`src/rtl/fm_audio_pkg.sv`:
```
// rtl/fm_audio_pkg.sv - shared constants and types for the FM audio output stage
//
// Contents:
//   SAMPLE_W    width of each voice/filter sample and of the mixed level
//   MIX_SHIFT   right shift that brings the 14-bit mix sum back to SAMPLE_W
//   MIX_W       width of the un-shifted mix sum
//   PERIOD_MAX  last value of the period counter (period = PERIOD_MAX + 1)
//   mode_e      DAC modulation mode
//   gate_sample zero-extends a sample into the mix width, or yields 0 if disabled
package fm_audio_pkg;

  localparam int SAMPLE_W  = 12;
  localparam int MIX_SHIFT = 2;
  localparam int MIX_W     = SAMPLE_W + MIX_SHIFT;

  localparam logic [SAMPLE_W-1:0] PERIOD_MAX = 12'd4094;

  typedef enum logic {
    MODE_PWM = 1'b0,
    MODE_DSM = 1'b1
  } mode_e;

  function automatic logic [MIX_W-1:0] gate_sample(input logic [SAMPLE_W-1:0] s,
                                                   input logic                en);
    return en ? {{MIX_SHIFT{1'b0}}, s} : '0;
  endfunction

endpackage

```
`src/rtl/fm_audio_dsm.sv`:
```
// rtl/fm_audio_dsm.sv - first-order delta-sigma accumulator for the audio DAC
//
// Ports:
//   clk, rst_n  clock and synchronous active-low reset
//   clr         zero the accumulator (wins over en)
//   en          advance the accumulator by level this cycle
//   level       12-bit DC level to modulate
//   bit_out     carry of acc + level for the current cycle (combinational;
//               the top registers it into audio_out)
module fm_audio_dsm
  import fm_audio_pkg::*;
(
  input  logic                clk,
  input  logic                rst_n,
  input  logic                clr,
  input  logic                en,
  input  logic [SAMPLE_W-1:0] level,
  output logic                bit_out
);

  // Only the low 12 bits of the accumulator feed the next sum; the carry
  // bit is captured downstream as the audio_out register, so it is not
  // stored a second time here.
  logic [SAMPLE_W-1:0] acc;
  logic [SAMPLE_W:0]   acc_sum;

  assign acc_sum = {1'b0, acc} + {1'b0, level};
  assign bit_out = acc_sum[SAMPLE_W];

  always_ff @(posedge clk) begin
    if (!rst_n) begin
      acc <= '0;
    end else if (clr) begin
      acc <= '0;
    end else if (en) begin
      acc <= acc_sum[SAMPLE_W-1:0];
    end
  end

endmodule

```
`src/rtl/fm_audio_out.sv`:
```
// rtl/fm_audio_out.sv - voice mixer, peak meter and 1-bit PWM/delta-sigma DAC
//
// Ports:
//   clk, rst_n         clock and synchronous active-low reset
//   sample_1..3        raw voice samples (12-bit unsigned)
//   sample_4           filter output (12-bit unsigned)
//   ch_en[3:0]         bit i-1 enables sample_i into the mix
//   mode               0 = PWM, 1 = delta-sigma; takes effect at the next hold load
//   peak_clr           one-cycle request to restart the peak meter
//   audio_out          registered 1-bit DAC bitstream
//   sample_tick        one-cycle pulse in the cycle after each hold load
//   peak               largest mix value since the last clear
module fm_audio_out
  import fm_audio_pkg::*;
(
  input  logic                clk,
  input  logic                rst_n,
  input  logic [SAMPLE_W-1:0] sample_1,
  input  logic [SAMPLE_W-1:0] sample_2,
  input  logic [SAMPLE_W-1:0] sample_3,
  input  logic [SAMPLE_W-1:0] sample_4,
  input  logic [3:0]          ch_en,
  input  logic                mode,
  input  logic                peak_clr,
  output logic                audio_out,
  output logic                sample_tick,
  output logic [SAMPLE_W-1:0] peak
);

  logic [MIX_W-1:0]    mix_sum;
  logic [SAMPLE_W-1:0] mix_q;
  logic [SAMPLE_W-1:0] cnt;
  logic [SAMPLE_W-1:0] hold;
  mode_e               mode_q;
  mode_e               mode_in;
  logic                period_end;
  logic                dsm_clr;
  logic                dsm_bit;

  // Four 12-bit values fit in 14 bits, so the sum never overflows.
  assign mix_sum = gate_sample(sample_1, ch_en[0])
                 + gate_sample(sample_2, ch_en[1])
                 + gate_sample(sample_3, ch_en[2])
                 + gate_sample(sample_4, ch_en[3]);

  assign mode_in    = mode_e'(mode);
  assign period_end = (cnt == PERIOD_MAX);
  // The accumulator restarts only when the load actually changes the mode,
  // so a steady DSM stream keeps its residue across periods.
  assign dsm_clr    = period_end && (mode_in != mode_q);

  fm_audio_dsm u_dsm (
    .clk     (clk),
    .rst_n   (rst_n),
    .clr     (dsm_clr),
    .en      (mode_q == MODE_DSM),
    .level   (hold),
    .bit_out (dsm_bit)
  );

  always_ff @(posedge clk) begin
    if (!rst_n) begin
      mix_q       <= '0;
      cnt         <= '0;
      hold        <= '0;
      mode_q      <= MODE_PWM;
      sample_tick <= 1'b0;
      audio_out   <= 1'b0;
      peak        <= '0;
    end else begin
      mix_q <= SAMPLE_W'(mix_sum >> MIX_SHIFT);

      if (period_end) begin
        cnt    <= '0;
        hold   <= mix_q;
        mode_q <= mode_in;
      end else begin
        cnt <= cnt + 1'b1;
      end
      sample_tick <= period_end;

      // cnt spans 0..4094, so hold = 4095 keeps the PWM output high all period.
      audio_out <= (mode_q == MODE_DSM) ? dsm_bit : (cnt < hold);

      if (peak_clr) begin
        peak <= mix_q;
      end else if (mix_q > peak) begin
        peak <= mix_q;
      end
    end
  end

endmodule

```
`config.mk`:
```
export PLATFORM = sky130hd
export DESIGN_NAME = fm_audio_out
export DESIGN_NICKNAME = d
export VERILOG_FILES = /design/src/rtl/fm_audio_pkg.sv /design/src/rtl/fm_audio_dsm.sv /design/src/rtl/fm_audio_out.sv
export SDC_FILE = /design/constraint.sdc
export NUM_CORES = 1
export LEC_CHECK = 0
export BUFFER_PORTS_ARGS = -buffer_cell sky130_fd_sc_hd__clkbuf_2
export CORE_ASPECT_RATIO = 0.9
export CORE_MARGIN = 4
export CORE_UTILIZATION = 43
export DETAILED_ROUTE_END_ITERATION = 10
export PLACE_DENSITY = 0.61
export SYNTH_ARGS = -nofsm -noshare
export SYNTH_HDL_FRONTEND = slang
export SYNTH_SLANG_ARGS = --single-unit
```
`constraint.sdc`:
```
create_clock -name clk -period 7.05 [get_ports clk]
set_input_delay 0.3525 -clock clk [delete_from_list [all_inputs] [get_ports clk]]
set_output_delay 0.3525 -clock clk [all_outputs]
set_load 0.02 [all_outputs]
```
# Yosys cells after proc, flatten, opt, wreduce, memory -nomap -nowiden
# Index checks and enable logic that the tools add are counted.
# word_totals
out_inout_bits	14
elab_cells	29
reg_bits	63
# classes
eq_ne	2
order_cmp	2
n_reduce_logical	4
add_sub_neg	5
bitwise	1
mux	7
# op_table
op	n
$mux W12	6
$add A12 B12 Y13	2
$add A13 B12 Y14	1
$add A14 B12 Y14	1
$add A12 B1 Y12 const B	1
$eq A12 B12 Y1 const B	1
$gt A12 B12 Y1	1
$lt A12 B12 Y1	1
$reduce_or A2 Y1	2
$reduce_bool A2 Y1	1
$logic_and A1 B1 Y1	1
$mux W1	1
$ne A1 B1 Y1	1
$not A1 Y1	1

# Depth between registers and ports, before layout
# logic_depth
ltp_word	4
ltp_mapped	13
mapped_depth_nobuf	12

# Hierarchy
# From an unflattened synthesis, not the netlist that was laid out.
# unflattened
cells_unflattened	574
hier_area_um2	4772.1
# modules_own_cells
mod	cells_each	area_each_um2	n_inst
fm_audio_out	456	3778.6	1
fm_audio_dsm	118	993.5	1

# Worst setup path after synthesis
# Ideal clock, no wire load.
# synth_timing
path_type	input to register
from	input port ch_en[0]
to	register mix_q[11]
path_slack_ns	3.578
setup_time_ns	0.118
cell_stages	13
path_buffers	1
required_time_ns	6.932
arrival_ns	3.354
path_cell_list	clkbuf_1 > and2_1 > fa_1 > inv_1 > fa_1 > and4bb_2 > fa_1 > a21o_1 > a21oi_1 > o21ai_0 > a21oi_1 > a21oi_1 > o2bb2ai_1
# synth_between
elab_chain_len	4
# synth_rtl
item	line	rtl
from (decl)	fm_audio_out.sv:22	input logic [3:0] ch_en,
$mux W12	fm_audio_pkg.sv:25	return en ? {{MIX_SHIFT{1'b0}}, s} : '0;
$add A12 B12 Y13	fm_audio_out.sv:42	+ gate_sample(sample_2, ch_en[1])
$add A13 B12 Y14	fm_audio_out.sv:43	+ gate_sample(sample_3, ch_en[2])
$add A14 B12 Y14	fm_audio_out.sv:44	+ gate_sample(sample_4, ch_en[3]);
to (signal assigned)	fm_audio_out.sv:71	mix_q <= SAMPLE_W'(mix_sum >> MIX_SHIFT);
to (decl)	fm_audio_out.sv:31	logic [SAMPLE_W-1:0] mix_q;
# Every way passes these cells.
# A chain may end at the register's enable or synchronous reset.

# Worst setup path in the final report
# Same ends and word-level chain as after synthesis.

==> metrics.csv <==
stage,metric,value,unit
sta,finClkSkew,0.00516,ns
finish,multi_input_area,0.00308,mm²
finish,final_common_cell,inv_1,
clocking,clk_pin_slew,0.05,ns
synth,ys_seq_elements,63,
placement,dpl-instance-area,0.00513,mm²
finish,fillers,1001,
pwr,vdd_drop_max,120,µV
clocking,cts_buffers,9,
floorplan,die-area,0.0127,mm²
placement,gp_congestion,0.809,
grt,antenna_found_initial,0,
pwr,p_switching,414,µW
setup_path,cp_num_buf_inv,2,
synth,synth_top_area_share,26.9,%
sta,setup_viol,0,
setup_path,crit_chain,clkbuf_2 > and2_1 > fa_1 > inv_1 > fa_1 > and4bb_2 > fa_1 > a21o_1 > a21oi_1 > o21ai_0 > a21oi_1 > a21oi_1 > o2bb2ai_1,
hold_path,holdCritStartpoint,mode,
setup_path,worstPathRequired,7.24,ns
pwr,p_sw_share,33.3,%
synth,synth_area_leader_cell,dfxtp_1,
setup_path,r2r-start,peak[7],
synth,synth_top_family_by_area,adder cells,
setup_path,crit_family,adder cells,
job,max_cap_violations,0,
clocking,cts_max_path_buffers,2,
pwr,power.share.sequential,34.7,%
finish,drive_above_1_share,15.1,%
setup_path,crit_path_max_incr_delay,0.54,ns
drt,drt-vias-per-instance,5.01,
synth,synth.net_count,669,
synth,synthSimpleGateAreaFrac,19.0,%
synth,synth_edf_count,0,
synth,yosys-mux-area-fraction,7.03,%
drt,drc,0,
grt,grt_max_degree,34,
setup_path,crit_arrival,3.70,ns
grt,grt_usage,17.0,%
floorplan,die_h,107,µm
synth,ys_seq_area_share,26.9,%
drt,drt-total-wl,10.1,mm
drt,drtIter0Drc,168,
placement,dp_hpwl,8.13,mm
pwr,internal-power,828,µW
finish,nets,735,
synth,ys.flop_type,dfxtp_1,
synth,synth_compound_area_share,11.0,%
floorplan,num_io_pins,70,
finish,stdcell_count,740,
setup_path,crit_fanout,12,
synth,synthArstFlopShare,0,%
floorplan,coreArea,0.0105,mm²
run_status,status,finished clean,
synth,synth_adder_area_share,23.4,%
synth,synth_area_leaders,"dfxtp_1 27%, ha_1 13%, fa_1 11%",
clocking,htree_levels,3,
sta,maxSlewViolCount,0,
synth,syn_inst,540,
floorplan,rows,35,
clocking,cts_root_buf,clkbuf_16,
grt,grt_pass1_wl,17.5,mm
pwr,p_clk_share,33.0,%
sta,period_share,49.8,%
finish,synthToLayoutAreaGrowth,15.2,%
floorplan,die_x,118,µm
sta,rsz0062_at_grt,no,
clocking,cts_tree,done,
clocking,insertion_delay,0.33,ns
finish,most-common-layout-cells,"74 x inv_1, 69 x clkbuf_2, 63 x dfxtp_1, 53 x nand2_1, 51 x nor2_1",
synth,syn_area_per_cell,8.70,µm²
sta,tightest_slew,0.903,ns
drt,first_pass_iters,4,
sta,fmax,0.285,GHz
drt,dr_total_vias,3704,
setup_path,crit_path_end_kind,flop,
clocking,post_cts_resized,0,
setup_path,cpMaxStageDelayCell,fa_1,
pwr,power_per_cell_area,230,mW/mm²
setup_path,start_kind,input pin,
grt,grt_pass1_vias,3691,
finish,fin_area,0.00541,mm²
hold_path,holdCritPathClass,input pin to flop,
drt,wire_per_inst,13.6,µm
pwr,combinationalPowerShare,32.4,%
placement,portBuffers,69,
placement,place_inst,724,
sta,slew_headroom,39.6,%
pwr,p_leak,0.00255,µW
drt,postRouteAntennaNets,0,
synth,synth_xor_area_share,5.04,%
synth,ys_types,47,
setup_path,timing.critical_path.from,ch_en[0],
finish,post-route-util,51.7,%
sta,hold_violations,0,
sta,tns,0,ns
sta,layout_min_cycle_time,3.51,ns
floorplan,start_util,44.9,%
setup_path,criticalPathCategory,input pin to flop,
clocking,post_cts_buffers,0,
clocking,cts_sinks,63,
clocking,ctsHoldBuffers,0,
grt,grt.overflow.total,0,
synth,yosysWarnings,0,
finish,diodes,0,
finish,seqCellArea,0.00126,mm²
synth,syn_area,0.00470,mm²
## final timing paths
check | to | depth (start not counted) | slack (ns)
worst min register to register | u_dsm.acc[11] | 2 | 0.47
worst max-delay path | mix_q[11] | 13 | 3.54
worst min-delay path | mode_q | 3 | 0.31
worst max register to register | peak[5] | 9 | 4.51
## metal layers
metal  up-vias  share of wire, %  global-route usage (%)
li1       1917                 -                       -
met1      1707                49                    23.4
met2        69                45                    26.4
met3        11               4.9                    4.64
met4         0               1.3                    4.77
met5         -                 0                       0
## worst min-delay path: stages
cell	delay, ns
clkbuf_2	0.11
mux2i_1	0.07
nor2_1	0.07
## Yosys cell counts, types with 6 or more instances
cell type / instances
inv_1: 74
dfxtp_1: 63
nand2_1: 53
nor2_1: 51
ha_1: 48
mux2i_1: 33
and2_1: 31
fa_1: 25
a21oi_1: 20
xnor2_1: 17
a21o_1: 16
clkbuf_1: 11
o21ai_0: 10
xor2_1: 10
nand2b_1: 8
nand4_1: 6
nor2b_1: 6
## power groups by stage
stage | registers (µW) | clock network, µW | logic [µW]
2_1_floorplan | 448 | 0 | 282
3_3_place_gp | 438 | 0 | 391
3_5_place_dp | 439 | 0 | 403
4_1_cts | 431 | 422 | 407
5_1_grt | 437 | 443 | 459
6_report | 430 | 410 | 402
## cell type report
| type | instances | share of cell area [%] |
|---|---|---|
| clock inverters | 3 | 0.324 |
| clock buffers | 13 | 4.81 |
| flip-flops and latches | 63 | 23.3 |
| repair buffers | 70 | 6.52 |
| multi-input cells | 388 | 56.9 |
| inverters | 74 | 5.14 |
| well taps | 129 | 2.98 |
## metrics by stage
| stage | worst slack (ns) | power (µW) | hold slack [ns] |
|---|---|---|---|
| 3_3_place_gp | 3.29 | 829 | 0.462 |
| 4_1_cts | 3.55 | 1260 | 0.308 |
| 2_1_floorplan | 3.58 | 730 | 0.444 |
| 5_1_grt | 3.27 | 1340 | 0.367 |
| 3_5_place_dp | 3.21 | 842 | 0.469 |
| 6_report | 3.54 | 1240 | 0.311 |
## sequential cells by signal, indices dropped and copies added (netlist names)
| name | count |
|---|---|
| sample_tick | 1 |
| hold | 12 |
| mix_q | 12 |
| audio_out | 1 |
| mode_q | 1 |
| cnt | 12 |
| u_dsm.acc | 12 |
| peak | 12 |
## cell families (layout without fill, tap and decap cells)
kind of cell	Yosys count	after routing
adder cells (fa/ha/maj)	73	73
buffers and inverters	89	160
AO/OA/AOI/OAI	77	77
flip-flops	63	63
XOR/XNOR	27	27
multiplexers	33	33
AND/OR/NAND/NOR	178	178
No activity file was read; power rests on OpenSTA's default activity.
